===== config.mk =====
export PLATFORM = sky130hd
export DESIGN_NAME = fp_add_sequencer
export DESIGN_NICKNAME = d
export VERILOG_FILES = /design/src/rtl/fp_add_sequencer.sv
export SDC_FILE = /design/constraint.sdc
export NUM_CORES = 1
export LEC_CHECK = 0
export BUFFER_PORTS_ARGS = -buffer_cell sky130_fd_sc_hd__buf_2
export CORE_MARGIN = 2
export CORE_UTILIZATION = 54
export CTS_CLUSTER_SIZE = 12
export DETAILED_ROUTE_END_ITERATION = 12
export PLACE_DENSITY_LB_ADDON = 0.3
export SLEW_MARGIN = 15
export SYNTH_ARGS = -nofsm -noshare
export SYNTH_HDL_FRONTEND = slang
export SYNTH_SLANG_ARGS = --single-unit
export TNS_END_PERCENT = 5

===== constraint.sdc =====
create_clock -name clk -period 3.9 [get_ports clk]
set_input_delay 0.195 -clock clk [delete_from_list [all_inputs] [get_ports clk]]
set_output_delay 0.195 -clock clk [all_outputs]
set_load 0.01 [all_outputs]

===== src/rtl/fp_add_sequencer.sv =====
// fp_add_sequencer: multi-cycle FP add/sub (align, add, normalize) over a shared shifter,
// with valid/ready handshakes on both sides and truncating, flush-to-zero arithmetic.
module fp_add_sequencer #(
  parameter int EXP_W = 5,
  parameter int MAN_W = 10
) (
  input  logic                     clk,
  input  logic                     rst_n,
  input  logic [EXP_W+MAN_W:0]     a,
  input  logic [EXP_W+MAN_W:0]     b,
  input  logic                     in_valid,
  output logic                     in_ready,
  output logic [EXP_W+MAN_W:0]     y,
  output logic                     out_valid,
  input  logic                     out_ready,
  output logic                     overflow,
  output logic                     underflow
);
  localparam int W  = 1 + EXP_W + MAN_W;
  localparam int SW = MAN_W + 1;
  typedef enum logic [2:0] {IDLE, ALIGN, ADD, NORM, DONE} state_t;
  state_t r_state, w_next;
  logic             r_sign_a, r_sign_b, r_sign, r_sub, r_inf, r_inf_sign, r_ovf, r_unf;
  logic [EXP_W-1:0] r_exp_a, r_exp_b, r_exp;
  logic [SW-1:0]    r_sig_a, r_sig_b;
  logic [SW:0]      r_sum;
  logic [EXP_W-1:0] w_exp_in_a, w_exp_in_b, w_exp_l, w_exp_s, w_delta, w_exp_inc, w_exp_dec;
  logic [SW-1:0]    w_sig_l, w_sig_s, w_sig_al;
  logic             w_a_big, w_done, w_ovf, w_norm_end;
  assign w_exp_in_a = a[W-2:MAN_W];
  assign w_exp_in_b = b[W-2:MAN_W];
  assign w_a_big    = {r_exp_a, r_sig_a} >= {r_exp_b, r_sig_b};
  assign w_exp_l    = w_a_big ? r_exp_a : r_exp_b;
  assign w_exp_s    = w_a_big ? r_exp_b : r_exp_a;
  assign w_sig_l    = w_a_big ? r_sig_a : r_sig_b;
  assign w_sig_s    = w_a_big ? r_sig_b : r_sig_a;
  assign w_delta    = w_exp_l - w_exp_s;
  assign w_sig_al   = (int'(w_delta) >= SW) ? '0 : w_sig_s >> w_delta;
  assign w_exp_inc  = r_exp + 1'b1;
  assign w_exp_dec  = r_exp - 1'b1;
  assign w_norm_end = r_sum[SW] | r_sum[MAN_W] | (r_sum == '0) | (w_exp_dec == '0);
  always_ff @(posedge clk or negedge rst_n) begin
    if (!rst_n) r_state <= IDLE;
    else        r_state <= w_next;
  end
  always_comb begin
    w_next = r_state;
    case (r_state)
      IDLE:    w_next = in_valid ? ALIGN : IDLE;
      ALIGN:   w_next = ADD;
      ADD:     w_next = NORM;
      NORM:    w_next = w_norm_end ? DONE : NORM;
      DONE:    w_next = out_ready ? IDLE : DONE;
      default: w_next = IDLE;
    endcase
  end
  always_comb begin
    w_done    = r_state == DONE;
    w_ovf     = r_ovf | r_inf;
    in_ready  = r_state == IDLE;
    out_valid = w_done;
    overflow  = w_done & w_ovf;
    underflow = w_done & r_unf;
    y = !w_done ? '0
      : w_ovf   ? {r_inf ? r_inf_sign : r_sign, {EXP_W{1'b1}}, {MAN_W{1'b0}}}
      :           {r_sign, r_exp, r_sum[MAN_W-1:0]};
  end
  always_ff @(posedge clk or negedge rst_n) begin
    if (!rst_n) begin
      {r_sign_a, r_sign_b, r_sign, r_sub, r_inf, r_inf_sign, r_ovf, r_unf} <= '0;
      r_exp_a <= '0;
      r_exp_b <= '0;
      r_exp   <= '0;
      r_sig_a <= '0;
      r_sig_b <= '0;
      r_sum   <= '0;
    end else begin
      case (r_state)
        IDLE: if (in_valid) begin
          r_sign_a   <= a[W-1];
          r_sign_b   <= b[W-1];
          r_exp_a    <= w_exp_in_a;
          r_exp_b    <= w_exp_in_b;
          r_sig_a    <= (w_exp_in_a == '0) ? '0 : {1'b1, a[MAN_W-1:0]};
          r_sig_b    <= (w_exp_in_b == '0) ? '0 : {1'b1, b[MAN_W-1:0]};
          r_inf      <= (&w_exp_in_a) | (&w_exp_in_b);
          r_inf_sign <= (&w_exp_in_a) ? a[W-1] : b[W-1];
          r_ovf      <= 1'b0;
          r_unf      <= 1'b0;
        end
        ALIGN: begin
          r_sig_a <= w_sig_l;
          r_sig_b <= w_sig_al;
          r_exp   <= w_exp_l;
          r_sign  <= w_a_big ? r_sign_a : r_sign_b;
          r_sub   <= r_sign_a ^ r_sign_b;
        end
        ADD: r_sum <= r_sub ? {1'b0, r_sig_a} - {1'b0, r_sig_b} : {1'b0, r_sig_a} + {1'b0, r_sig_b};
        NORM:
          if (r_sum[SW]) begin
            r_sum <= r_sum >> 1;
            r_exp <= w_exp_inc;
            r_ovf <= &w_exp_inc;
          end else if (r_sum[MAN_W]) begin
            r_sum <= r_sum;
          end else if (r_sum == '0) begin
            r_sign <= 1'b0;
            r_exp  <= '0;
          end else begin
            r_sum <= (w_exp_dec == '0) ? '0 : r_sum << 1;
            r_exp <= w_exp_dec;
            r_unf <= w_exp_dec == '0;
          end
        default: r_sum <= r_sum;
      endcase
    end
  end
endmodule


==> impl_summary.txt <==
----------------------------------------------------
[Worst setup path]
  Kind of cell adding the most delay to the critical path ... compound AO/OA/AOI/OAI gates
  Largest fanout on the critical path ... 18
  Buffers plus inverters on the worst setup path ... 3
  Startpoint kind of the worst setup timing path ... flop
  Worst-path cell with the longest stage delay ... dfrtp_1
  Arrival time worst endpoint ... 3.96 ns
  Startpoint of the worst register-to-register path ... r_exp_b[1]
  CP Data Required Time ... 4.13 ns
  Delay contributed by the slowest stage of the critical path ... 0.46 ns
  Most common cell on crit path ... inv_1
  Ordered cell list for the critical path ... inv_1 -> ha_1 -> nand4_2 -> or2_1 -> o22ai_2 -> a211oi_4 -> buf_4 -> o22ai_4 -> mux2_4 -> nor3_4 -> nor2b_4 -> a222oi_1 -> inv_1
  Crit. Startpoint ... r_exp_b[1]
  Type of the worst setup path ... reg -> reg
  Crit path capture type ... flop

[Cells and area]
  Post-layout nets ... 725
  Ratio of cells with drive above 1 in the final layout ... 18.8%
  Fill cell total of the finished layout ... 825
  Growth of design area from synthesis to finish ... 13.2%
  Diodes inserted ... 0
  Post-layout instance count excluding filler cells ... 772
  Summed area of non-filler cells in the final layout ... 5750 sq um

[Synthesis]
  Ys flop type ... dfrtp_1
  Distinct cell type count after synthesis ... 75
  Flop and latch count out of synthesis ... 60
  Number of synthesized flops with an enable pin ... 0
  Most instantiated library cell after synthesis ... nand2_1
  Net count after synthesis ... 670
  Async S/R FF share, synth ... 100%
  Average cell area after synthesis ... 8.45 sq um
  Netlist area before placement ... 5080 sq um
  Sequential share of the synthesized area ... 29.6%
  Top cells by instance count after synthesis ... 79 x nand2_1, 60 x dfrtp_1, 39 x a21oi_1, 39 x o21ai_0, 38 x nor2_1
  Yosys warning count ... 0
  Top-area cell type share of the netlist area ... 29.6%
  Synth area leader ... dfrtp_1
  Cell types with the largest area share after synthesis ... dfrtp_1 30%, ha_1 7.9%, nand2_1 5.8%
  Number of cells produced by synthesis ... 601

[Timing]
  Setup-failing EPs final ... 0
  Setup_tns ... 0 ns
  Setup repair after global routing missed its margin ... true
  Worst slew margin relative to its limit ... 28.8%
  Clk_skew ... 0.00937 ns
  Final period utilization ... 95.8%
  Max frequency ... 0.268 GHz
  Final hold slack ... 0.0594 ns
  Max-slew violations ... 0
  Clock period minus final worst setup slack ... 3.74 ns
  Worst slew pin tran ... 1.07 ns
  Final hold violation count ... 0

[Floorplanning]
  Area enclosed by the die boundary ... 10200 sq um
  Count of boundary I/O pins ... 56
  Area of the placeable core ... 9200 sq um
  Starting density of the core ... 55.2%
  Horizontal die dimension ... 101 um
  Die Ht ... 101 um
  Placement row count ... 35

[Outcome]
  Run status ... completed

[Drt]
  Post-DR wirelength/cell ... 18.2 um
  Final wirelength ... 14100 um
  Routed Antenna Nets ... 0
  Number of iterations in the first detailed-routing pass ... 4
  Routed vias ... 4785
  Ratio of routed vias to standard cells ... 6.20
  Number of DRC markers after the initial detailed-route iteration ... 320
  Final routed DRC violation total ... 0

[GRT]
  Wire length of the first global-routing pass ... 22600 um
  Combined global-route utilization of all metal layers ... 28.2%
  Initial antenna violation count ... 0
  Maximum number of pins on one net before global-route repair ... 32
  Vias in the first global route ... 4581
  Residual overflow from global routing ... 0

[Clock network]
  Clock transition at the register clock pins on the worst setup and hold paths after CTS ... 0.08 ns
  Maximum clock insertion buffer count ... 2
  Clock Latency Late Sink ... 0.35 ns
  Number of buffers inserted by post-CTS setup repair ... 0
  CTS tree ... yes
  Deepest level of the CTS H-tree ... 3
  Buffer cell driving the clock tree root ... clkbuf_8
  CTS sink cnt ... 60
  Num CTS Buffers ... 9

[Hold path]
  Min-delay worst type ... in -> reg
  Origin of the worst min-delay path ... b[15]

[Placement]
  Cell count after placement ... 755
  HPWL Detailed ... 10500 um
  Weighted congestion at the end of routability-driven global placement ... 0.982
  Post-detailed-placement cell area ... 5510 sq um
  Quantity of I/O buffers inserted on ports ... 55

[Run]
  Max-cap check violation count ... 0

----------------------------------------------------
## flip-flops by register name, indices dropped and copies added (netlist names)
signal and cells:
r_sum 12, r_sub 1, r_state 3, r_ovf 1
r_sign 1, r_exp_a 5, r_exp 5, r_sig_b 11
r_sig_a 11, r_sign_b 1, r_exp_b 5, r_sign_a 1
r_unf 1, r_inf 1, r_inf_sign 1
## cells by family after synthesis
kind of cell / Yosys count / synth area share (%)
multiplexers: 35 / 8.08
AO/OA/AOI/OAI: 176 / 24.5
XOR/XNOR: 23 / 4.48
flip-flops: 60 / 29.6
buffers and inverters: 66 / 5.40
AND/OR/NAND/NOR: 208 / 19.7
adder cells (fa/ha/maj): 33 / 8.28
## worst register-to-register path, cell delays in order, from the launching register on
cell	delay, ns
dfrtp_1	0.46
inv_1	0.11
ha_1	0.41
nand4_2	0.21
or2_1	0.31
o22ai_2	0.23
a211oi_4	0.07
buf_4	0.26
o22ai_4	0.28
mux2_4	0.35
nor3_4	0.33
nor2b_4	0.11
a222oi_1	0.42
inv_1	0.08
## area by class of cell
class	instances	area, sq um	area share (%)
flip-flops and latches	60	1500	26.1
inverters	33	124	2.15
clock inverters	4	47.5	0.827
clock buffers	12	155	2.70
well taps	111	139	2.42
multi-input cells	475	3340	58.1
repair buffers	77	443	7.71
## cells in the final DEF (no fill, tap or decap), types with 3 or more instances in the layout
master | Yosys | final
o21ai_0 | 39 | 39
a222oi_1 | 3 | 3
a221oi_1 | 12 | 11
a21oi_1 | 39 | 39
xor2_1 | 3 | 3
o21ai_1 | 3 | 3
clkbuf_8 | 0 | 11
nand2_1 | 79 | 79
buf_4 | 0 | 21
nor3_1 | 14 | 13
dfrtp_1 | 60 | 60
and3_1 | 21 | 21
nand2b_1 | 5 | 5
mux4_2 | 4 | 4
a211oi_1 | 7 | 7
nand3_1 | 15 | 15
mux2i_1 | 28 | 28
a21o_1 | 12 | 12
inv_1 | 33 | 33
and2_1 | 4 | 4
nor4_1 | 5 | 5
xnor2_1 | 18 | 18
o22ai_1 | 3 | 3
or3_1 | 3 | 3
a22oi_1 | 15 | 15
nor2_1 | 38 | 38
buf_2 | 3 | 55
ha_1 | 32 | 30
nor2b_1 | 10 | 10
o211ai_1 | 3 | 3
a31oi_1 | 9 | 9
## layer usage
layer | up-vias | part of all wire (%) | track usage, %
li1 | 2298 | - | -
met1 | 2295 | 45 | 39.0
met2 | 172 | 47 | 46.6
met3 | 20 | 6.0 | 3.74
met4 | 0 | 1.7 | 8.11
met5 | - | 0 | 0
## per-stage QoR
step                      utilization [%]  worst slack (ns)
final                                62.5             0.165
after global routing                 62.5           -0.0209
after CTS                            62.2             0.119
after detailed placement             59.9             0.162
after global placement               59.9             0.242
after floorplan                         -             0.202
## repair_timing
item | CTS | global route
hold buffers | 1 | 0
setup endpoints to repair | 0 | 10
gates resized for setup | 0 | 6
endpoints found under the hold margin | 30 | 0
## path summary, 6_finish.rpt
check,slack [ns],cells after the start,end
max,0.16,13,r_sig_b[6]
min,0.06,3,r_sign_b
max reg2reg,0.16,13,r_sig_b[6]
min reg2reg,0.49,2,r_ovf
max in group asynchronous,2.55,3,r_state[0]
min in group asynchronous,0.44,2,r_exp[4]
Power is left out: the tool's default activity adds up to more than one toggle a clock period on the data nets, which glitch-free logic cannot reach.
